===== src/rtl/xulie_serial_gen.sv =====
// xulie_serial_gen: MSB-first serial pattern generator with clock divider and seamless repeat mode
module xulie_serial_gen #(
  parameter int WIDTH = 16,
  parameter int DIV = 1
) (
  input  logic                     clk,
  input  logic                     reset,
  input  logic                     start,
  input  logic                     rpt,
  input  logic [WIDTH-1:0]         data_in,
  output logic                     Dout,
  output logic                     busy,
  output logic                     done,
  output logic [$clog2(WIDTH)-1:0] bit_cnt
);
  localparam int BW = $clog2(WIDTH);
  localparam logic IDLE = 1'b0;
  localparam logic SHIFT = 1'b1;
  logic state;
  logic [WIDTH-1:0] cap, shreg;
  logic [7:0] div_cnt;
  logic last_div, last_bit;
  assign last_div = div_cnt == 8'(DIV - 1);
  assign last_bit = bit_cnt == BW'(WIDTH - 1);
  always_ff @(posedge clk) begin
    if (!reset) begin
      state <= IDLE;
      cap <= '0;
      shreg <= '0;
      div_cnt <= '0;
      bit_cnt <= '0;
      Dout <= 1'b0;
      busy <= 1'b0;
      done <= 1'b0;
    end else begin
      done <= 1'b0;
      if (state == IDLE) begin
        if (start) begin
          cap <= data_in;
          shreg <= data_in;
          Dout <= data_in[WIDTH-1];
          busy <= 1'b1;
          bit_cnt <= '0;
          div_cnt <= '0;
          state <= SHIFT;
        end
      end else if (!last_div) begin
        div_cnt <= div_cnt + 8'd1;
      end else begin
        div_cnt <= '0;
        if (!last_bit) begin
          shreg <= shreg << 1;
          Dout <= shreg[WIDTH-2];
          bit_cnt <= bit_cnt + 1'b1;
        end else begin
          done <= 1'b1;
          bit_cnt <= '0;
          if (rpt) begin
            shreg <= cap;
            Dout <= cap[WIDTH-1];
          end else begin
            Dout <= 1'b0;
            busy <= 1'b0;
            state <= IDLE;
          end
        end
      end
    end
  end
endmodule


===== config.mk =====
export PLATFORM = sky130hd
export DESIGN_NAME = xulie_serial_gen
export DESIGN_NICKNAME = d
export VERILOG_FILES = /design/src/rtl/xulie_serial_gen.sv
export SDC_FILE = /design/constraint.sdc
export NUM_CORES = 1
export LEC_CHECK = 0
export CAP_MARGIN = 20
export CORE_ASPECT_RATIO = 0.8
export CORE_MARGIN = 5
export CORE_UTILIZATION = 49
export DETAILED_ROUTE_END_ITERATION = 6
export PLACE_DENSITY = 0.81
export SLEW_MARGIN = 20
export SYNTH_ARGS = -nofsm -noshare
export SYNTH_HDL_FRONTEND = slang
export SYNTH_SLANG_ARGS = --single-unit
export TNS_END_PERCENT = 1

===== constraint.sdc =====
create_clock -name clk -period 1.5 [get_ports clk]
set_input_delay 0.15 -clock clk [delete_from_list [all_inputs] [get_ports clk]]
set_output_delay 0.15 -clock clk [all_outputs]
set_load 0.03 [all_outputs]

==> impl_metrics.sql <==
INSERT INTO impl_metrics (metric_group, metric, value, unit) VALUES
('clock_network', 'postCtsHoldBufs', '0', ''),
('detailed_routing', 'drt_pre_antenna_iters', '4', ''),
('critical_path', 'cp_top_family', 'compound AO/OA/AOI/OAI gates', ''),
('timing', 'finalClockSkew', '0.00296', 'ns'),
('finish', 'number_of_antenna_cells_inserted', '0', ''),
('pwr', 'vdd_drop_max', '0.809', 'mV'),
('global_routing', 'antenna_found_initial', '0', ''),
('global_routing', 'grt_max_degree', '35', ''),
('min_path', 'hold_path_depth', '3', ''),
('critical_path', 'slowest_stage', 'dfxtp_2', ''),
('timing', 'fin_crit_sh', '112', '%'),
('timing', 'timing.fmax', '596', 'MHz'),
('synth', 'synth_cell_type_count', '39', ''),
('clock_network', 'cts.reportedPaths.clkPinSlew', '0.09', 'ns'),
('timing', 'grt_setup_unrepaired', 'true', ''),
('critical_path', 'critical_path_cell_by_cell', 'inv_2 -> ha_4 -> nor4b_4 -> buf_4 -> a41oi_4 -> buf_12 -> a311oi_2 -> a31o_1', ''),
('critical_path', 'cells_on_worst_reg2reg_path', '8', ''),
('synth', 'summed_instance_area_of_the_synthesized_netlist', '2170', 'um2'),
('global_routing', 'global_route.usage.total', '18.7', '%'),
('flow_run', 'drv.max_cap_violation_count', '0', ''),
('pwr', 'power_per_cell_area', '860', 'nW/um2'),
('critical_path', 'worstSetupEndpointType', 'flip-flop', ''),
('floorplanning', 'floorplan.die_area', '5860', 'um2'),
('synth', 'synth.avg_cell_area', '8.09', 'um2'),
('clock_network', 'h-tree-depth', '2', ''),
('floorplanning', 'die_h', '69.5', 'um'),
('floorplanning', 'coreArea', '4230', 'um2'),
('detailed_routing', 'routed_via_density', '5.65', ''),
('clock_network', 'cts_made_buffers', '5', ''),
('critical_path', 'crit_type', 'flip-flop to flip-flop', ''),
('placement', 'dp_hpwl', '3520', 'um'),
('synth', 'synth.most_common_cell', 'nand2_1', ''),
('detailed_routing', 'detail_route.iter0.violations', '193', ''),
('placement', 'portBuffers', '26', ''),
('finish', 'areaGrowthSynthToFinish', '38.5', '%'),
('outcome', 'failed_checks', 'setup timing', ''),
('synth', 'synth-edff-count', '0', ''),
('timing', 'worst_pin_slew', '0.331', 'ns'),
('outcome', 'status', 'complete, but fails checks', ''),
('placement', 'gpl.final_weighted_congestion', '0.816', ''),
('critical_path', 'regToRegSetupSlack', '-0.18', 'ns'),
('detailed_routing', 'vias', '2096', ''),
('clock_network', 'tritoncts', 'done', ''),
('critical_path', 'critPathMaxStageDelay', '0.33', 'ns'),
('floorplanning', 'floorplan.die.width', '84.4', 'um'),
('floorplanning', 'rows', '21', ''),
('finish', 'layout.core_utilization', '70.9', '%'),
('critical_path', 'crit_path_start_kind', 'flip-flop', ''),
('clock_network', 'cts_root_buffer', 'clkbuf_8', ''),
('timing', 'fin_hold_ws', '0.418', 'ns'),
('global_routing', 'gr-total-overflow', '0', ''),
('min_path', 'min_to', 'cap[5]', ''),
('min_path', 'min-delay-start', 'data_in[5]', ''),
('synth', 'synth_largest_area_cell', 'dfxtp_1', ''),
('critical_path', 'crit_buf_inv', '3', ''),
('timing', 'setup_ws', '-0.177', 'ns'),
('timing', 'layout_min_cycle_time', '1.68', 'ns'),
('detailed_routing', 'drtAntennaViolNets', '0', ''),
('global_routing', 'grt_pass1_vias', '1883', ''),
('critical_path', 'required', '1.75', 'ns'),
('synth', 'syn_nets', '291', ''),
('finish', 'nNetsFinal', '336', ''),
('floorplanning', 'floorplan.initialDensity', '51.2', '%'),
('finish', 'num-fill-cells', '326', ''),
('finish', 'drive_above_1_share', '26.1', '%'),
('timing', 'setup_viol', '22', ''),
('synth', 'synth_cells', '268', ''),
('global_routing', 'grt_first_pass_wirelength', '9020', 'um'),
('pwr', 'power.static_leakage', '1.12', 'nW'),
('synth', 'synth_top_cells_by_area', 'dfxtp_1 43%, nand2_1 12%, a311oi_1 6.1%, a21oi_1 4.4%, o21ai_0 3.7%', ''),
('timing', 'relSlewSlack', '77.9', '%');
==> timing repair <==
item | in CTS | in global routing
endpoints found under the setup margin | 38 | 42
gates resized for setup | 19 | 16
pin swaps | 2 | 5
buffers inserted | 0 | 3
gates cloned | 0 | 2
==> through the flow <==
step	setup TNS (ns)	cell area [um2]	power (mW)	std cells
2_1_floorplan	0	2210	1.61	268
3_3_place_gp	-1.92	2700	1.77	358
3_5_place_dp	-2.99	2700	1.79	358
4_1_cts	-3.07	2860	2.54	366
5_1_grt	-3.69	3000	2.69	371
6_report	-2.00	3000	2.58	371
==> how the worst max path moves through the flow <==
stage,depth (start not counted),endpoint,from
floorplan,7,shreg[9],div_cnt[0]
global placement,6,shreg[5],rpt
detailed placement,6,div_cnt[7],div_cnt[0]
CTS,6,div_cnt[7],div_cnt[0]
global route,8,shreg[10],div_cnt[0]
finish,8,shreg[10],div_cnt[0]
==> cells in the final DEF (no fill, tap or decap), types with 2 or more instances in the layout <==
master / synthesis / routed
dlygate4sd2_1: 0 / 4
inv_2: 0 / 2
buf_6: 0 / 2
dfxtp_2: 0 / 5
clkbuf_8: 0 / 5
clkdlybuf4s50_1: 0 / 21
a41oi_1: 4 / 3
clkinv_2: 0 / 3
a31o_2: 8 / 8
dfxtp_4: 0 / 2
inv_1: 5 / 3
nor2_1: 7 / 7
a311oi_1: 15 / 4
ha_4: 0 / 2
nor2b_1: 3 / 3
clkbuf_16: 0 / 2
and3_1: 5 / 4
buf_12: 0 / 4
o21ai_0: 16 / 16
a31o_1: 6 / 6
nand2_1: 70 / 70
a31oi_1: 6 / 6
dfxtp_1: 47 / 40
buf_4: 0 / 25
a311oi_2: 0 / 11
nand3_1: 12 / 12
a21oi_1: 19 / 18
==> kinds of logic after synthesis <==
logic type / after synthesis / share of synthesized area [%]
AOI/OAI and AO/OA: 84 / 26.9
xor gates and xnor gates: 1 / 0.404
adders and majority gates: 3 / 1.73
buffers and inverters: 27 / 5.08
DFF: 47 / 43.4
muxes: 2 / 0.982
and+or+nand+nor: 104 / 21.5
==> per-layer routing <==
layer | vias to the layer above | part of all wire (%) | routed length (um) | global-route usage [%]
li1 | 1059 | - | - | -
met1 | 973 | 46 | 2610 | 26.5
met2 | 57 | 47 | 2700 | 27.7
met3 | 7 | 5.8 | 332 | 4.28
met4 | 0 | 1.0 | 59 | 6.50
met5 | - | 0 | 0 | 0
==> sequential cells by signal, indices dropped and copies added, names as in the netlist <==
| register | flops |
|---|---|
| Dout | 1 |
| bit_cnt | 4 |
| busy | 1 |
| cap | 16 |
| div_cnt | 8 |
| done | 1 |
| shreg | 15 |
| state | 1 |
==> worst min-delay path, delay by kind of cell <==
kind | cells | cell delay (ns)
compound gates | 1 | 0.05
buf+inv | 1 | 0.41
simple gates | 1 | 0.07
==> power breakdown <==
part	total [mW]	switching [mW]	internal [mW]
clock	0.751	0.432	0.320
sequential	1.37	0.0459	1.32
combinational	0.462	0.235	0.227
==> final cells by class <==
class                           instances  area, um2  share of cell area (%)
Clock buffer                            5       68.8                    2.29
Clock inverter                          3       15.0                   0.500
Tap cell                               57       71.3                    2.38
Inverter                                6       22.5                   0.751
Multi-Input combinational cell        194       1270                    42.3
Sequential cell                        47        955                    31.8
Timing Repair Buffer                   59        598                    19.9
Power figures use the tool's default switching activity.
